<file path="config.mk">
export PLATFORM = sky130hd
export DESIGN_NAME = bcd_counter_mux
export DESIGN_NICKNAME = d
export VERILOG_FILES = /design/src/rtl/bcd_counter_mux.sv
export SDC_FILE = /design/constraint.sdc
export NUM_CORES = 1
export LEC_CHECK = 0
export ABC_AREA = 1
export ABC_CLOCK_PERIOD_IN_PS = 1500
export CAP_MARGIN = 20
export CORE_UTILIZATION = 51
export DETAILED_ROUTE_END_ITERATION = 12
export PLACE_DENSITY = 0.88
export SKIP_CTS_REPAIR_TIMING = 1
export SLEW_MARGIN = 20
export SYNTH_ARGS = -nofsm -noshare
export SYNTH_HDL_FRONTEND = slang
export SYNTH_SLANG_ARGS = --single-unit
</file>
<file path="constraint.sdc">
create_clock -name clk -period 1.5 [get_ports clk]
set_input_delay 0.15 -clock clk [delete_from_list [all_inputs] [get_ports clk]]
set_output_delay 0.15 -clock clk [all_outputs]
set_load 0.02 [all_outputs]
</file>
<file path="src/rtl/bcd_counter_mux.sv">
// N-digit BCD up/down counter with tick prescaler, parallel load and a
// multiplexed active-low 7-segment driver. Optional macro: BCD_LEADING_ZERO_BLANK_EN.
module bcd_counter_mux #(
    parameter int DIGITS    = 4,
    parameter int CLK_HZ    = 50_000_000,
    parameter int TICK_HZ   = 4,
    parameter int SCAN_LOG2 = 18
) (
    input  logic                  clk,
    input  logic                  rst_n,
    input  logic                  en,
    input  logic                  up,
    input  logic                  load,
    input  logic [4*DIGITS-1:0]   load_val,
    output logic [4*DIGITS-1:0]   count,
    output logic                  tick,
    output logic                  wrap,
    output logic [6:0]            seg,
    output logic [DIGITS-1:0]     an
);

    localparam int DIV       = CLK_HZ / TICK_HZ;
    localparam int PW        = $clog2(DIV);
    localparam int IDXW      = (DIGITS > 1) ? $clog2(DIGITS) : 1;
    localparam int SW        = SCAN_LOG2 + IDXW;
    localparam int SCAN_LAST = DIGITS * (2 ** SCAN_LOG2) - 1;

    // One BCD step over all digits; the top bit is the final carry/borrow,
    // which is set exactly when the value wrapped.
    function automatic logic [4*DIGITS:0] bcd_step(input logic [4*DIGITS-1:0] v,
                                                   input logic dir_up);
        logic [4*DIGITS-1:0] r;
        logic                c;
        logic [3:0]          d;
        r = v;
        c = 1'b1;
        for (int i = 0; i < DIGITS; i++) begin
            d = v[4*i +: 4];
            if (c) begin
                if (dir_up) begin
                    if (d == 4'd9) begin
                        r[4*i +: 4] = 4'd0;
                    end else begin
                        r[4*i +: 4] = d + 4'd1;
                        c = 1'b0;
                    end
                end else begin
                    if (d == 4'd0) begin
                        r[4*i +: 4] = 4'd9;
                    end else begin
                        r[4*i +: 4] = d - 4'd1;
                        c = 1'b0;
                    end
                end
            end else begin
                r[4*i +: 4] = d;
            end
        end
        return {c, r};
    endfunction

    function automatic logic [4*DIGITS-1:0] sanitize(input logic [4*DIGITS-1:0] v);
        logic [4*DIGITS-1:0] r;
        for (int i = 0; i < DIGITS; i++) begin
            r[4*i +: 4] = (v[4*i +: 4] > 4'd9) ? 4'd0 : v[4*i +: 4];
        end
        return r;
    endfunction

    function automatic logic [6:0] seg_decode(input logic [3:0] d);
        logic [6:0] s;
        case (d)
            4'd0:    s = 7'h40;
            4'd1:    s = 7'h79;
            4'd2:    s = 7'h24;
            4'd3:    s = 7'h30;
            4'd4:    s = 7'h19;
            4'd5:    s = 7'h12;
            4'd6:    s = 7'h02;
            4'd7:    s = 7'h78;
            4'd8:    s = 7'h00;
            4'd9:    s = 7'h10;
            default: s = 7'h7F;
        endcase
        return s;
    endfunction

`ifdef BCD_LEADING_ZERO_BLANK_EN
    // Bit i set when digit i and everything above it are zero; digit 0 never blanks.
    function automatic logic [DIGITS-1:0] lead_zero(input logic [4*DIGITS-1:0] v);
        logic [DIGITS-1:0] r;
        logic              nz;
        nz = 1'b0;
        for (int i = DIGITS - 1; i >= 0; i--) begin
            nz   = nz | (v[4*i +: 4] != 4'd0);
            r[i] = ~nz & (i != 0);
        end
        return r;
    endfunction
`endif

    logic [PW-1:0]         presc_q, presc_d;
    logic                  tick_q, tick_d;
    logic [4*DIGITS-1:0]   count_q, count_d;
    logic                  wrap_q, wrap_d;
    logic [SW-1:0]         scan_q, scan_d;
    logic [4*DIGITS:0]     step_s;
    logic [IDXW-1:0]       idx_s;
    logic [3:0]            digit_s;
    logic                  blank_s;

    // Prescaler and tick pulse: free-running, independent of en/load.
    always_comb begin
        if (presc_q == PW'(DIV - 1)) begin
            presc_d = '0;
            tick_d  = 1'b1;
        end else begin
            presc_d = presc_q + PW'(1);
            tick_d  = 1'b0;
        end
    end

    // Counter next state: load beats a step, wrap only on a real step.
    always_comb begin
        step_s = bcd_step(count_q, up);
        if (load) begin
            count_d = sanitize(load_val);
            wrap_d  = 1'b0;
        end else if (tick_q && en) begin
            count_d = step_s[4*DIGITS-1:0];
            wrap_d  = step_s[4*DIGITS];
        end else begin
            count_d = count_q;
            wrap_d  = 1'b0;
        end
    end

    // Scan counter wraps explicitly so non-power-of-2 digit counts work.
    always_comb begin
        if (scan_q == SW'(SCAN_LAST)) begin
            scan_d = '0;
        end else begin
            scan_d = scan_q + SW'(1);
        end
    end

    // State registers.
    always_ff @(posedge clk or negedge rst_n) begin
        if (!rst_n) begin
            presc_q <= '0;
            tick_q  <= 1'b0;
            count_q <= '0;
            wrap_q  <= 1'b0;
            scan_q  <= '0;
        end else begin
            presc_q <= presc_d;
            tick_q  <= tick_d;
            count_q <= count_d;
            wrap_q  <= wrap_d;
            scan_q  <= scan_d;
        end
    end

    assign idx_s = scan_q[SW-1:SCAN_LOG2];

    // Display mux: anode select, digit select and blanking from registers.
    always_comb begin
        an      = '1;
        digit_s = 4'd0;
        blank_s = 1'b0;
        for (int i = 0; i < DIGITS; i++) begin
            if (idx_s == IDXW'(i)) begin
                an[i]   = 1'b0;
                digit_s = count_q[4*i +: 4];
`ifdef BCD_LEADING_ZERO_BLANK_EN
                blank_s = lead_zero(count_q)[i];
`else
                blank_s = 1'b0;
`endif
            end else begin
                an[i] = 1'b1;
            end
        end
        if (blank_s) begin
            seg = 7'h7F;
        end else begin
            seg = seg_decode(digit_s);
        end
    end

    assign count = count_q;
    assign tick  = tick_q;
    assign wrap  = wrap_q;

endmodule

</file>
Yosys cells after proc, flatten, opt, wreduce, memory -nomap -nowiden

Memories as Yosys holds them, arrays and structs flattened.
Cells that the tools add are included.
W data, S select, Z words.

Memories kept: 1
Register bits: 62
Logic and storage cells: 94
ROM bits: 112
Bits in latches: 0
Input bits: 21
Memory bits (writable): 0

Memory list:

| memory           | words | bits a word | rd ports | clocked after memory_dff | wr ports | line | source |
|---|---|---|---|---|---|---|---|
| (name not given) | 16    | 7           | 1        | 0                        | 0        | 72   | `case (d)` |

Bitwise logic cells: 0
Div/mod/pow operators: 0
Add/sub/neg operators: 10
Muxes and demuxes: 49
Reduce and logical (&&, ||, !) cells: 13
Shifts and indexed selects: 0
Equal/unequal tests: 9
$lt $le $gt $ge: 4
$mul: 0

Operators by type and width:

| kind                    | count |
|---|---|
| $mux W4                 | 23 |
| $mux W16                | 2 |
| $add A24 B1 Y24 const B | 1 |
| $eq A24 B24 Y1 const B  | 1 |
| $mux W24                | 1 |
| $mux W1                 | 22 |
| $add A20 B1 Y20 const B | 1 |
| $eq A20 B20 Y1 const B  | 1 |
| $mux W20                | 1 |
| $add A4 B1 Y4 const B   | 4 |
| $eq A4 B4 Y1 const B    | 4 |
| $gt A4 B4 Y1 const B    | 4 |
| $logic_not A4 Y1        | 4 |
| $sub A4 B1 Y4 const B   | 4 |
| $reduce_bool A2 Y1      | 4 |
| $reduce_and A2 Y1       | 3 |
| $eq A2 B2 Y1 const B    | 2 |
| $eq A2 B1 Y1 const B    | 1 |
| $logic_not A2 Y1        | 1 |
| $logic_and A1 B1 Y1     | 1 |

Depth between registers and ports, before layout

Depth in word-level cells: 8
Mapped depth: 12
Depth with buffers taken out: 11

Worst setup path before layout

Ideal clock, no wire load.

Path kind: reg-to-output
Start: reg scan_q[18]
End: out seg[3]
Arrival: 1512 ps
Path buffers: 1
Stages on the path, launching flop included: 10
Data required time: 1350 ps
Slack: -162 ps
Cell sequence: dfrtp_1 > buf_2 > nand2_2 > inv_2 > nand2_1 > nand4_2 > ha_1 > nand2_1 > nand3_1 > nand2_1

Word-level cells in the longest chain between the ends: 6
Elaborated cells on any way between the ends: 9
Those cells by class: eq/ne (3); mux (4); reduce/logical (1); memory (1)

RTL lines:

| item                     | line | source |
|---|---|---|
| start: declaration       | 106  | `logic [SW-1:0] scan_q, scan_d;` |
| start signal: assignment | 160  | `scan_q <= scan_d;` |
| $logic_not A2 Y1         | 172  | `if (idx_s == IDXW'(i)) begin` |
| $mux W4 (3 in series)    | 172  |  |
| $mux W4 *                | 172  |  |
| $mem_v2 Z16 W7 *         | -    |  |
| end: declaration         | 18   | `output logic [6:0] seg,` |

Every way passes the cells marked *; elsewhere a longest branch is shown, timed or not.

Final worst setup path

Start: reg scan_q[19]
End: out seg[3]

The elaborated chain is that of the path after synthesis.

==> qor.txt <==
outcome = complete, but fails checks
violated checks = setup timing
syn_area_per_cell = 6.57 sq um
Slew headroom = 0.725
area leader, netlist = dfrtp_1
Clock Skew = 0.0141 ns
Fmax achieved = 0.480 GHz
Pwr per Cell Area = 834 nW/um^2
CTS clk-pin slew, worst paths = 0.07 ns
Pint = 3.50 mW
cell area after synthesis = 4240 sq um
Setup crit end kind = primary output
top cells by area, synth = dfrtp_1 37%, nand2_1 19%, nor2_1 7.8%, nand3_1 6.8%, inv_1 6.7%
HP Class = in2async
Seq pwr share = 0.342
R2R Path Start = count[0]
CTS root buffer = clkbuf_8
RSZ-0062 raised after global routing = yes
Initial Util = 0.538
crit-path max FO = 7
sequential cell area fraction in the yosys report = 0.366
die height = 93.2 um
FF+latch count, synth = 62
Final WS setup = -0.584 ns
post-DP HPWL = 9.11 mm
Final setup viols = 26
ANT cells = 0
clock buffer count from CTS = 9
DRC violations left = 0
# IOs = 50
Core Rows = 32
post-synth cell types = 34
Vias/cell = 5.94
Worst Tran Pin Value = 0.409 ns
first-pass GRT wire length = 19.5 mm
CP Launch Type = flop
clk_lat worst skew = 0.36 ns
layout cells sized above 1 = 0.296
Tcrit/Tclk final = 1.39
WP data arrival = 1.93 ns
final max-slew violation count = 0
worst reg-to-reg path cell count = 12
final hold vios = 0
Sw Ratio = 0.335
CTS Sinks = 62
core area = 7890 sq um
reg2reg end = count[10]
Max-cap violations = 0
H-tree Lvls = 3
Synth warnings = 0
Final #Nets = 807
Final Critical Period = 2.08 ns
leakage = 3.34 nW
largest net degree at the start of global routing = 52
CP required = 1.35 ns
Mapped Nets = 670
via count = 5288
Post-synth top flop = dfrtp_1
Routed Antenna Nets = 0
Post-synth EDFFs = 0
share of the synthesized area in the top cell type = 0.366
Final Wtd Congestion = 1.04
die width = 93.2 um
dpl cell area = 5390 sq um
Comb power frac = 0.324
Congestion Overflow GR = 0
Detailed Route WL = 15.7 mm
asr flop ratio synth = 1.00
Net Sw Power = 1.76 mW
CTS Buffer Depth = 2
1st-iter DRT viols = 686
CTS tree = yes
total track usage = 0.289
Synth-to-Final Area Change = 48.5%
sum of negative setup slack = -6.67 ns
Max VDD drop = 0.000569 V
die area = 8690 sq um
initial antenna violation count = 0
post-route cell area = 6300 sq um
vias in the first global route = 4492
Clk pwr share = 0.334
Synth Instances = 646
IO buf count = 49
Detailed Routing Iterations Pass 1 = 6
Wirelength per Cell = 17.7 um
r2r setup slk = -0.34 ns
CP Class = reg2out
-- synth_stat cells, drive strengths merged, types with 3 or more instances --
library cell  number
a21oi              8
buf                7
clkbuf             3
dfrtp             62
ha                 3
inv               80
nand2            223
nand3             59
nand4             20
nor2              96
nor3              16
o211ai             3
o21ai             30
xnor2              7
xor2              21
-- worst max-delay path by stage --
stage          slack, ns  cells past startpoint       start      to
2_1_floorplan      -0.03                      9  scan_q[19]  seg[6]
3_3_place_gp       -0.62                     11  scan_q[18]  seg[3]
4_1_cts            -1.09                     11  scan_q[18]  seg[3]
6_report           -0.58                     10  scan_q[19]  seg[3]
3_5_place_dp       -0.71                     11  scan_q[18]  seg[3]
5_1_grt            -0.62                     12  scan_q[18]  seg[6]
-- power by group through the flow --
stage | clock network [mW] | logic [mW] | registers (mW)
global placement | 0 | 1.32 | 1.81
global route | 1.82 | 1.80 | 1.80
floorplan | 0 | 0.618 | 1.92
finish | 1.75 | 1.70 | 1.80
CTS | 1.73 | 1.39 | 1.78
detailed placement | 0 | 1.39 | 1.81
-- critical path: stages, from the launching register on --
cell and delay [ns]:
dfrtp_2 0.50, inv_2 0.11, nor2_2 0.05, buf_4 0.15, nand2_1 0.06, nand4_1 0.09, buf_6 0.15, nor2_1 0.17
nand3_2 0.11, nand2_2 0.08, buf_6 0.11
-- placed cells by master, fill, tap and decap left out, types with 2 or more instances in the layout --
cell             count
xnor2_1              7
nor2_1              63
nand2_1            188
dfrtp_1             52
nor2_4              13
dfrtp_2             10
nand3_4              3
o21ai_2              4
nand4_1             18
inv_4                4
nor3_2               7
buf_6               26
inv_1               66
buf_4               68
dlymetal6s2s_1      17
inv_2                9
o211ai_1             3
xor2_1              21
nand3_2              4
nand2_4             12
buf_12               2
clkbuf_8            12
a21oi_1              8
nand2_2             22
o21ai_0             20
nor2_2              20
nor3_1               6
nor3_4               3
bufinv_16            2
o21ai_1              6
ha_4                 3
nand3_1             52
clkdlybuf4s50_1     21
-- through the flow --
step / instances / util / total power [mW] / setup slack [ns] / hold slack (ns)
final: 890 / 0.799 / 5.25 / -0.584 / 0.211
after global routing: 890 / 0.799 / 5.43 / -0.624 / 0.248
after CTS: 869 / 0.714 / 4.91 / -1.09 / -0.320
after detailed placement: 853 / 0.684 / 3.20 / -0.705 / 0.0555
after global placement: 853 / 0.684 / 3.13 / -0.620 / 0.0518
after floorplan: 646 / - / 2.54 / -0.0311 / -0.146
-- flip-flops by register name, indices dropped and copies added, names as in the netlist --
signal and count:
scan_q 20, tick 1, presc_q 24, count 16
wrap 1
-- final cells by class --
class | instances | area, sq um
Multi-Input combinational cell | 494 | 2780
Fill cell | 440 | 1590
Sequential cell | 62 | 1560
Timing Repair Buffer | 136 | 1280
Inverter | 80 | 318
Clock buffer | 13 | 169
Tap cell | 102 | 128
Clock inverter | 3 | 65.1
-- kinds of logic after synthesis --
| kind of cell | Yosys count | share of synthesized area |
|---|---|---|
| DFF | 62 | 0.366 |
| AOI/OAI and AO/OA | 44 | 0.0566 |
| adders and majority gates | 3 | 0.00885 |
| buffers and inverters | 90 | 0.0820 |
| xor gates and xnor gates | 28 | 0.0578 |
| and+or+nand+nor | 419 | 0.429 |
-- per-layer routing --
layer  share of wire  routed length (um)  GRT usage  vias to the layer above
met4           0.077                1210      0.168                        0
met3           0.084                1320     0.0561                      168
li1                -                   -          -                     2322
met5               0                   0          0                        -
met2            0.49                7650      0.501                      423
met1            0.35                5560      0.329                     2375
No activity file was read; power rests on OpenSTA's default activity.
